--- src/rtl/muldiv_pkg.sv ---
// Shared op codes, FSM state encoding and LO/HI write-enable constants for the
// multiply/divide sequencer.
package muldiv_pkg;

  typedef enum logic [3:0] {
    OP_NOP   = 4'h0,
    OP_MULT  = 4'h1,
    OP_MULTU = 4'h2,
    OP_DIV   = 4'h3,
    OP_DIVU  = 4'h4,
    OP_MTHI  = 4'h5,
    OP_MTLO  = 4'h6,
    OP_MADD  = 4'h7,
    OP_MADDU = 4'h8,
    OP_MSUB  = 4'h9,
    OP_MSUBU = 4'hA
  } op_e;

  typedef enum logic [1:0] {
    S_IDLE = 2'd0,
    S_MUL  = 2'd1,
    S_DIV  = 2'd2,
    S_WB   = 2'd3
  } state_e;

  localparam logic [1:0] WEN_NONE = 2'b00;
  localparam logic [1:0] WEN_LO   = 2'b01;
  localparam logic [1:0] WEN_HI   = 2'b10;
  localparam logic [1:0] WEN_BOTH = 2'b11;

  function automatic logic op_is_signed(input logic [3:0] op);
    return (op == OP_MULT) || (op == OP_DIV) || (op == OP_MADD) || (op == OP_MSUB);
  endfunction

endpackage

--- src/rtl/muldiv_step.sv ---
// One iteration of the unsigned magnitude datapath: shift-add multiply or
// restoring divide on the {hi,lo} accumulator pair. Purely combinational.
module muldiv_step
  import muldiv_pkg::*;
#(
  parameter int XLEN = 32
) (
  input  logic            is_div,
  input  logic [XLEN-1:0] hi_i,
  input  logic [XLEN-1:0] lo_i,
  input  logic [XLEN-1:0] opnd_i,
  output logic [XLEN-1:0] hi_o,
  output logic [XLEN-1:0] lo_o
);

  logic [XLEN:0] sum_s;
  logic [XLEN:0] shifted_s;
  logic [XLEN:0] diff_s;

  // MUL: lo holds the multiplier, consumed LSB first while the product shifts in.
  // DIV: lo holds the dividend, consumed MSB first while quotient bits shift in.
  always_comb begin
    sum_s     = {1'b0, hi_i} + (lo_i[0] ? {1'b0, opnd_i} : {(XLEN+1){1'b0}});
    shifted_s = {hi_i, lo_i[XLEN-1]};
    diff_s    = shifted_s - {1'b0, opnd_i};
    if (is_div) begin
      if (diff_s[XLEN]) begin
        hi_o = shifted_s[XLEN-1:0];
        lo_o = {lo_i[XLEN-2:0], 1'b0};
      end else begin
        hi_o = diff_s[XLEN-1:0];
        lo_o = {lo_i[XLEN-2:0], 1'b1};
      end
    end else begin
      hi_o = sum_s[XLEN:1];
      lo_o = {sum_s[0], lo_i[XLEN-1:1]};
    end
  end

endmodule

--- src/rtl/muldiv_ctrl.sv ---
// Multi-cycle MUL/DIV sequencer owning all LO/HI writes. Define MULDIV_MADD_EN
// to accept MADD/MADDU/MSUB/MSUBU (accumulate into {rHI,rLO} during WB).
module muldiv_ctrl
  import muldiv_pkg::*;
#(
  parameter int XLEN  = 32,
  parameter int CNT_W = $clog2(XLEN)
) (
  input  logic            clk,
  input  logic            rst_n,
  input  logic            start,
  input  logic [3:0]      op,
  input  logic [XLEN-1:0] a,
  input  logic [XLEN-1:0] b,
  input  logic            cancel,
  input  logic [XLEN-1:0] rLO,
  input  logic [XLEN-1:0] rHI,
  output logic            busy,
  output logic            done,
  output logic [XLEN-1:0] wLO,
  output logic [XLEN-1:0] wHI,
  output logic [1:0]      wen
);

  state_e          state_q, state_d;
  logic [CNT_W-1:0] cnt_q, cnt_d;
  logic [XLEN-1:0] acc_hi_q, acc_hi_d, acc_lo_q, acc_lo_d;
  logic [XLEN-1:0] opnd_q, opnd_d, a_q, a_d;
  logic [XLEN-1:0] wlo_q, wlo_d, whi_q, whi_d;
  logic            neg_lo_q, neg_lo_d, neg_hi_q, neg_hi_d, divz_q, divz_d;
  logic            busy_q, busy_d, done_q, done_d;
  logic [1:0]      wen_q, wen_d;
`ifdef MULDIV_MADD_EN
  logic            madd_q, madd_d, msub_q, msub_d;
`endif

  logic [XLEN-1:0]   step_hi_s, step_lo_s, abs_a_s, abs_b_s, quo_s, rem_s;
  logic [2*XLEN-1:0] prod_s;
  logic              sgn_s, is_mul_s, is_div_s, step_div_s;

  assign step_div_s = (state_q == S_DIV);

  muldiv_step #(.XLEN(XLEN)) u_step (
    .is_div (step_div_s),
    .hi_i   (acc_hi_q),
    .lo_i   (acc_lo_q),
    .opnd_i (opnd_q),
    .hi_o   (step_hi_s),
    .lo_o   (step_lo_s)
  );

  // Request decode and operand magnitudes for signed ops.
  always_comb begin
    sgn_s    = op_is_signed(op);
    abs_a_s  = (sgn_s && a[XLEN-1]) ? -a : a;
    abs_b_s  = (sgn_s && b[XLEN-1]) ? -b : b;
    is_div_s = (op == OP_DIV) || (op == OP_DIVU);
    is_mul_s = (op == OP_MULT) || (op == OP_MULTU)
`ifdef MULDIV_MADD_EN
               || (op == OP_MADD) || (op == OP_MADDU) || (op == OP_MSUB) || (op == OP_MSUBU)
`endif
               ;
  end

  // Sign fix-up of the final iteration; divide by zero overrides the raw result.
  always_comb begin
    prod_s = neg_lo_q ? -{step_hi_s, step_lo_s} : {step_hi_s, step_lo_s};
    quo_s  = divz_q ? {XLEN{1'b1}} : (neg_lo_q ? -step_lo_s : step_lo_s);
    rem_s  = divz_q ? a_q : (neg_hi_q ? -step_hi_s : step_hi_s);
  end

  // Next-state, datapath and registered-output computation.
  always_comb begin
    state_d  = state_q;
    cnt_d    = cnt_q;
    acc_hi_d = acc_hi_q;
    acc_lo_d = acc_lo_q;
    opnd_d   = opnd_q;
    a_d      = a_q;
    neg_lo_d = neg_lo_q;
    neg_hi_d = neg_hi_q;
    divz_d   = divz_q;
    wlo_d    = {XLEN{1'b0}};
    whi_d    = {XLEN{1'b0}};
    wen_d    = WEN_NONE;
`ifdef MULDIV_MADD_EN
    madd_d   = madd_q;
    msub_d   = msub_q;
`endif
    case (state_q)
      S_IDLE: begin
        if (start && !cancel) begin
          if (is_mul_s) begin
            state_d  = S_MUL;
            cnt_d    = CNT_W'(XLEN-1);
            acc_hi_d = {XLEN{1'b0}};
            acc_lo_d = abs_b_s;
            opnd_d   = abs_a_s;
            neg_lo_d = sgn_s & (a[XLEN-1] ^ b[XLEN-1]);
            neg_hi_d = 1'b0;
            divz_d   = 1'b0;
`ifdef MULDIV_MADD_EN
            madd_d   = (op == OP_MADD) || (op == OP_MADDU) || (op == OP_MSUB) || (op == OP_MSUBU);
            msub_d   = (op == OP_MSUB) || (op == OP_MSUBU);
`endif
          end else if (is_div_s) begin
            state_d  = S_DIV;
            cnt_d    = CNT_W'(XLEN-1);
            acc_hi_d = {XLEN{1'b0}};
            acc_lo_d = abs_a_s;
            opnd_d   = abs_b_s;
            a_d      = a;
            neg_lo_d = sgn_s & (a[XLEN-1] ^ b[XLEN-1]);
            neg_hi_d = sgn_s & a[XLEN-1];
            divz_d   = (b == {XLEN{1'b0}});
`ifdef MULDIV_MADD_EN
            madd_d   = 1'b0;
            msub_d   = 1'b0;
`endif
          end else if (op == OP_MTHI) begin
            state_d = S_WB;
            whi_d   = a;
            wen_d   = WEN_HI;
          end else if (op == OP_MTLO) begin
            state_d = S_WB;
            wlo_d   = a;
            wen_d   = WEN_LO;
          end else begin
            state_d = S_IDLE;
          end
        end else begin
          state_d = S_IDLE;
        end
      end
      S_MUL, S_DIV: begin
        if (cancel) begin
          state_d = S_IDLE;
        end else begin
          acc_hi_d = step_hi_s;
          acc_lo_d = step_lo_s;
          cnt_d    = cnt_q - CNT_W'(1);
          if (cnt_q == {CNT_W{1'b0}}) begin
            state_d = S_WB;
            wen_d   = WEN_BOTH;
            if (state_q == S_MUL) begin
              {whi_d, wlo_d} = prod_s;
            end else begin
              whi_d = rem_s;
              wlo_d = quo_s;
            end
          end else begin
            state_d = state_q;
          end
        end
      end
      S_WB:    state_d = S_IDLE;
      default: state_d = S_IDLE;
    endcase
    busy_d = (state_d != S_IDLE);
    done_d = (state_d == S_WB);
  end

  // State, datapath and output registers.
  always_ff @(posedge clk or negedge rst_n) begin
    if (!rst_n) begin
      state_q  <= S_IDLE;
      cnt_q    <= {CNT_W{1'b0}};
      acc_hi_q <= {XLEN{1'b0}};
      acc_lo_q <= {XLEN{1'b0}};
      opnd_q   <= {XLEN{1'b0}};
      a_q      <= {XLEN{1'b0}};
      neg_lo_q <= 1'b0;
      neg_hi_q <= 1'b0;
      divz_q   <= 1'b0;
      wlo_q    <= {XLEN{1'b0}};
      whi_q    <= {XLEN{1'b0}};
      wen_q    <= WEN_NONE;
      busy_q   <= 1'b0;
      done_q   <= 1'b0;
`ifdef MULDIV_MADD_EN
      madd_q   <= 1'b0;
      msub_q   <= 1'b0;
`endif
    end else begin
      state_q  <= state_d;
      cnt_q    <= cnt_d;
      acc_hi_q <= acc_hi_d;
      acc_lo_q <= acc_lo_d;
      opnd_q   <= opnd_d;
      a_q      <= a_d;
      neg_lo_q <= neg_lo_d;
      neg_hi_q <= neg_hi_d;
      divz_q   <= divz_d;
      wlo_q    <= wlo_d;
      whi_q    <= whi_d;
      wen_q    <= wen_d;
      busy_q   <= busy_d;
      done_q   <= done_d;
`ifdef MULDIV_MADD_EN
      madd_q   <= madd_d;
      msub_q   <= msub_d;
`endif
    end
  end

  assign busy = busy_q;
  assign done = done_q;
  assign wen  = wen_q;

`ifdef MULDIV_MADD_EN
  logic [2*XLEN-1:0] madd_sum_s;

  // Accumulate ops combine the held product with the LO/HI value current in WB.
  always_comb begin
    if (madd_q && (state_q == S_WB)) begin
      madd_sum_s = msub_q ? ({rHI, rLO} - {whi_q, wlo_q}) : ({rHI, rLO} + {whi_q, wlo_q});
    end else begin
      madd_sum_s = {whi_q, wlo_q};
    end
  end

  assign {wHI, wLO} = madd_sum_s;
`else
  logic unused_s;
  assign unused_s = ^{rHI, rLO};
  assign wHI = whi_q;
  assign wLO = wlo_q;
`endif

endmodule

--- config.mk ---
export PLATFORM = sky130hd
export DESIGN_NAME = muldiv_ctrl
export DESIGN_NICKNAME = d
export VERILOG_FILES = /design/src/rtl/muldiv_pkg.sv /design/src/rtl/muldiv_step.sv /design/src/rtl/muldiv_ctrl.sv
export SDC_FILE = /design/constraint.sdc
export NUM_CORES = 1
export LEC_CHECK = 0
export BUFFER_PORTS_ARGS = -buffer_cell sky130_fd_sc_hd__buf_2
export CORE_ASPECT_RATIO = 0.9
export CORE_MARGIN = 4
export CORE_UTILIZATION = 60
export DETAILED_ROUTE_END_ITERATION = 10
export PLACE_DENSITY = 0.92
export SLEW_MARGIN = 10
export SYNTH_ARGS = -nofsm -noshare
export SYNTH_HDL_FRONTEND = slang
export SYNTH_SLANG_ARGS = --single-unit
--- constraint.sdc ---
create_clock -name clk -period 7.5 [get_ports clk]
set_input_delay 1.125 -clock clk [delete_from_list [all_inputs] [get_ports clk]]
set_output_delay 1.125 -clock clk [all_outputs]
set_load 0.005 [all_outputs]
# Word-level counts from Yosys, hierarchy flattened
# Index checks and enable logic that the tools add are counted.
[op_classes] n_shift=0 reduce_logical=19 bitwise_logic=4 n_eq_ne=15 n_addsub=8 mul=0 n_lt_le_gt_ge=0 div=0 mux=68
[op_table] cell="two-way mux 32 bit" n=35
[op_table] cell="one-hot mux 32 bit (2 select lines)" n=4
[op_table] cell="negation 32 bit" n=4
[op_table] cell="two-way mux 64 bit" n=1
[op_table] cell="negation 64 bit" n=1
[op_table] cell="adder 32 x 33 -> 33 bit" n=1
[op_table] cell="subtractor 33 x 32 -> 33 bit" n=1
[op_table] cell="logical NOT 32 bit" n=1
[op_table] cell="two-way mux 2 bit" n=13
[op_table] cell="two-way mux 5 bit" n=4
[op_table] cell="== test 4 x 3 -> 1 bit (second input constant)" n=4
[op_table] cell="one-hot mux 5 bit (2 select lines)" n=1
[op_table] cell="== test 4 x 2 -> 1 bit (second input constant)" n=2
[op_table] cell="two-way mux 1 bit" n=8
[op_table] cell="AND reduction 4 bit" n=2
[op_table] cell="== test 2 bit (second input constant)" n=3
[op_table] cell="one-hot mux 2 bit (3 select lines)" n=1
[op_table] cell="nonzero test 2 bit" n=3
[op_table] cell="logical NOT 5 bit" n=1
[op_table] cell="logical OR 1 bit" n=5
[op_table] cell="subtractor 5 x 1 -> 5 bit (second input constant)" n=1
[op_table] cell="== test 4 x 1 -> 1 bit (second input constant)" n=1
[op_table] cell="== test 4 bit (second input constant)" n=1
[op_table] cell="inequality test 2 bit (second input constant)" n=2
[op_table] cell="other kinds (11)" n=14
[totals] input_bits=136 word_cells=128 output_inout_bits=68 reg_bits=206 ramBits=0 rom_bits=0 latchBits=0 mem_count=0

# Depth between registers and ports, before layout
[depth] ltp_word=10 mapped_depth=27 ltp_nobuf=24

# By module
# Synthesis repeated with hierarchy kept, for this count alone.
[unflattened] cells_unflattened=2255 hier_area_um2=17872.1
[modules_own_cells] mod="muldiv_ctrl" seq_area_each_um2=5154.9 cells_per_inst=1592 area_each_um2=13281.5 n_inst=1
[modules_own_cells] mod="muldiv_step" seq_area_each_um2=0.0 cells_per_inst=663 area_each_um2=4590.7 n_inst=1

# Worst setup path after synthesis
# Ideal clock, no wire load.
[synth_path] kind="flip-flop to flip-flop" startpoint="register state_q[0]" endpoint="register whi_q[24] (netlist: wHI[24])" required_time_ps=7382 path_stages_with_launch=27 arrival_ps=5440 path_slack_ps=1942 path_buffers=11 setup_time_ps=118 synth_period_minus_slack_ps=5558 path_cell_list="dfrtp_1 inv_1 ha_1 buf_2 buf_2 buf_2 buf_2 buf_2 buf_2 buf_1 buf_2 buf_1 buf_2 a31oi_1 inv_1 ha_1 nand2_1 nor3_1 nand3_1 a22oi_2 o21ai_2 or3_1 buf_2 o41ai_4 xor2_1 a221oi_1 a21o_1"
[synth_between] elab_chain_cells=9 elab_cells_between_ends=15 classes_between="add/sub (2); eq/ne (2); mux (9); reduce/logical (2)"
[synth_lines] item="from (decl)" line="muldiv_ctrl.sv:25" source="state_e state_q, state_d;"
[synth_lines] item="from (signal assigned)" line="muldiv_ctrl.sv:185" source="state_q <= state_d;"
[synth_lines] item="== test 2 bit" line="muldiv_ctrl.sv:41, muldiv_ctrl.sv:90"
[synth_lines] item="two-way mux 32 bit" line="muldiv_step.sv:26" source="if (is_div) begin"
[synth_lines] item="negation 32 bit" line="muldiv_ctrl.sv:69" source="rem_s = divz_q ? a_q : (neg_hi_q ? -step_hi_s : step_hi_s);"
[synth_lines] item="two-way mux 32 bit (2 in a row)" line="muldiv_ctrl.sv:69"
[synth_lines] item="two-way mux 32 bit" line="muldiv_ctrl.sv:145" source="if (state_q == S_MUL) begin"
[synth_lines] item="two-way mux 32 bit" line="muldiv_ctrl.sv:142" source="if (cnt_q == {CNT_W{1'b0}}) begin"
[synth_lines] item="two-way mux 32 bit" line="muldiv_ctrl.sv:136" source="if (cancel) begin"
[synth_lines] item="one-hot mux 32 bit (2 select lines) *" line="muldiv_ctrl.sv:90" source="case (state_q)"
[synth_lines] item="via whi_d[24]" line="muldiv_ctrl.sv:29" source="logic [XLEN-1:0] wlo_q, wlo_d, whi_q, whi_d;"
[synth_lines] item="to (signal assigned)" line="muldiv_ctrl.sv:176" source="whi_q <= {XLEN{1'b0}};"
[synth_lines] item="to (signal assigned)" line="muldiv_ctrl.sv:195" source="whi_q <= whi_d;"
[synth_lines] item="to (decl)" line="muldiv_ctrl.sv:29"
# Mark *: on every way through the listed nets, which the timed path passes. The rest lies on a longest branch.
# A chain may end at the register's enable or synchronous reset.

# Final worst setup path
[layout_path] startpoint="register acc_lo_q[31]" endpoint="register whi_q[26] (netlist: wHI[26])"
[layout_between] elab_chain_cells=10 elab_cells_between_ends=14 classes_between="add/sub (3); mux (11)"
[layout_lines] item="from (decl)" line="muldiv_ctrl.sv:27" source="logic [XLEN-1:0] acc_hi_q, acc_hi_d, acc_lo_q, acc_lo_d;"
[layout_lines] item="from (signal assigned)" line="muldiv_ctrl.sv:169" source="acc_lo_q <= {XLEN{1'b0}};"
[layout_lines] item="from (signal assigned)" line="muldiv_ctrl.sv:188" source="acc_lo_q <= acc_lo_d;"
[layout_lines] item="subtractor 33 x 32 -> 33 bit" line="muldiv_step.sv:25" source="diff_s = shifted_s - {1'b0, opnd_i};"
[layout_lines] item="two-way mux 32 bit" line="muldiv_step.sv:27" source="if (diff_s[XLEN]) begin"
[layout_lines] item="two-way mux 32 bit" line="muldiv_step.sv:26"
[layout_lines] item="negation 32 bit" line="muldiv_ctrl.sv:69"
[layout_lines] item="two-way mux 32 bit (2 in a row)" line="muldiv_ctrl.sv:69"
[layout_lines] item="two-way mux 32 bit *" line="muldiv_ctrl.sv:145"
[layout_lines] item="two-way mux 32 bit *" line="muldiv_ctrl.sv:142"
[layout_lines] item="two-way mux 32 bit *" line="muldiv_ctrl.sv:136"
[layout_lines] item="one-hot mux 32 bit (2 select lines) *" line="muldiv_ctrl.sv:90"
[layout_lines] item="via whi_d[26]" line="muldiv_ctrl.sv:29"
# Marked as above.

==> results.cfg <==
[floorplan]
die_area_um2 = 33600
start_util_pct = 61.2
die_height_um = 174
io-pin-count = 204
rows = 60
die_w_um = 193
core_area_um2 = 30100

[cts]
post_cts_buffers = 0
postCtsResizedCells = 0
h-tree-depth = 1
cts_buffer_depth = 3
cts_inserted_buffers = 23
root_buffer = clkbuf_16
cts.sinks = 206
cts_hold_buf = 0
insertion_delay_ps = 530
cts_tree = built
path_clk_slew_ps = 60

[final_layout]
fin_area_um2 = 20000
layout_commonest_cell = nand2_1
layout_common_cells = nand2_1 (270), a21oi_1 (235), o21ai_0 (228)
utilization_pct = 66.5
num-nets-final = 2633
antennaDiodeCount = 0
drive_gt1_share_pct = 13.1
layoutNonFillerInstCount = 2836
area_growth_pct = 8.66

[power]
p_total_mw = 4.88
power.ir.vdd_worst_mv = 0.202
internal_power_mw = 2.73
power_frac_comb_pct = 46.8
clkPwrFrac_pct = 22.7
p_per_area_nw_per_um2 = 244
leakagePower_nw = 8.59
netSwitchingPower_mw = 2.15
sequentialPowerShare_pct = 30.5
swShare_pct = 44.0

[grt]
grt_pass1_vias = 18300
grt_antenna_before_repair = 1
grt_usage_pct = 40.7
grt_overflow = 0
grt_max_degree = 97
grt_pass1_wl_mm = 107

[worst_hold_path]
hold-path-cell-count = 2
hp-class = flip-flop to flip-flop
hp-start = a_q[0]

[detailed_routing]
wl_mm = 70.6
via_per_inst = 6.95
drt_pass1_iterations = 6
wl_per_cell_um = 24.9
antenna_left = 0
drc_errors = 0
num_vias = 19700
drtIter0Drc = 3131

[setup_path]
critPathArrivalTime_ps = 7530
worst_r2r_path_depth = 22
worstPathRequired_ps = 7940
path_cells = inv_1 -> ha_1 -> inv_1 -> fa_1 -> a211oi_1 -> o211ai_1 -> nand3_1 -> a21oi_4 -> o21a_2 -> nor2_4 -> a21o_1 -> inv_1 -> ha_1 -> o211ai_1 -> or3_1 -> nand3b_1 -> or2_2 -> nor4_1 -> a41oi_1 -> xnor2_1 -> a221o_1 -> a21oi_1
crit_top_cell = inv_1
setup.worst_path.start = acc_lo_q[31]
end_kind = flip-flop
rr_startpoint = acc_lo_q[31]
start_kind = flip-flop
cp_slowest_cell = o21a_2
worst-setup-path-type = flip-flop to flip-flop
cpPeakStageDelay_ps = 550
path_max_fanout = 22

[place]
gp_congestion = 1.04
dpl.cell_count = 2800
dp_hpwl_mm = 52.9
pre_cts_slack_ps = 940
io_buffer_count = 139
postPlaceCellArea_um2 = 19300

[yosys]
ys.flop_type = dfrtp_1
synth_edf_count = 0
syn_avg_cell_area_um2 = 7.76
ys_seq_elements = 206
synth.largest_area_cell = dfrtp_1
synth_warnings = 0
synthCells = 2374
ys_async_sr_fraction_pct = 100
synth_top_area_share_pct = 28.0
synth_area_um2 = 18400
seq_area_frac_synth_pct = 28.0
ys_top_cells_by_area = dfrtp_1 (28%), a21oi_1 (6.4%), o21ai_0 (6.2%), nand2_1 (5.5%), xnor2_1 (5.2%)
synth_nets = 2585
synth_cell_types = 106

[sta]
fin_hold_ws_ps = 484
relSlewSlack_pct = 30.0
max_freq_mhz = 141
finalSetupTns_ps = 0
clock_skew_ps = 21.6
rsz0062_at_grt = false
period_minus_slack_ps = 7100
worst_slack_ps = 401
setup_viol = 0
tightest_slew_ps = 1050
period_share_pct = 94.6
hold_viol = 0
slew_viol_final = 0

[run]
max_cap_violations = 0

[run_status]
status = finished clean
[logic make-up after synthesis]
group | synth area share [%]
DFF | 28.0
buffers and inverters | 4.91
adders and majority gates | 5.18
xor gates and xnor gates | 8.94
muxes | 4.74
AOI/OAI and AO/OA | 27.5
and+or+nand+nor | 20.7
[cells in the mapped netlist, types with 24 or more instances]
| master | n |
|---|---|
| nand2b_1 | 24 |
| o211ai_1 | 33 |
| nand2_1 | 271 |
| nand3_1 | 37 |
| dfrtp_1 | 206 |
| mux2_2 | 41 |
| a21o_1 | 35 |
| inv_1 | 70 |
| a211oi_1 | 31 |
| a31oi_1 | 30 |
| nor3_1 | 56 |
| clkbuf_1 | 111 |
| ha_1 | 73 |
| o21ai_0 | 229 |
| xnor2_1 | 110 |
| nor2_1 | 224 |
| a21oi_1 | 236 |
| and2_1 | 42 |
| mux2i_1 | 40 |
| xor2_1 | 78 |
[final cells by class]
cell class                 count  area [um^2]
tap                          403          504
clock inverter                 4         51.3
clock buffer                  32          649
timing repair buffer         174          967
multi-input combinational   1946        12400
fill                        2547        10100
sequential                   206         5150
inverter                      71          267
[metal layers]
| layer | GRT usage [%] | vias up | part of all wire [%] |
|---|---|---|---|
| met5 | 0 | - | 0.017 |
| met4 | 15.4 | 2 | 5.2 |
| met3 | 10.6 | 276 | 13 |
| met2 | 59.3 | 1392 | 42 |
| met1 | 57.9 | 9348 | 40 |
| li1 | - | 8682 | - |
[worst paths after layout]
kind	end	slack, ps
min reg2reg	a_q[0]	480
max in group asynchronous	a_q[15]	5550
max reg2reg	wHI[26]	400
max	wHI[26]	400
min	a_q[0]	480
min in group asynchronous	acc_lo_q[24]	540
[registers in the layout, summed over array words and instances (netlist names), 2 cells and up]
| register | cells |
|---|---|
| a_q | 32 |
| acc_hi_q | 32 |
| acc_lo_q | 32 |
| cnt_q | 5 |
| opnd_q | 32 |
| state_q | 2 |
| wHI | 32 |
| wLO | 32 |
| wen | 2 |
[power groups by stage]
stage	Sequential (mW)	Clock, mW	Combinational [mW]
2_1_floorplan	1.42	0	1.59
3_3_place_gp	1.48	0	2.13
3_5_place_dp	1.49	0	2.18
4_1_cts	1.47	1.09	2.20
5_1_grt	1.50	1.14	2.46
6_report	1.49	1.11	2.28
[critical path: cells and delay by family (launching register included)]
family          cells  cell delay [ps]
flops               1              440
xor+xnor            1              220
fa+ha+maj           3              670
compound gates      9             2800
buf+inv             3              280
simple gates        6             2550
No activity file was read; power rests on OpenSTA's default activity.
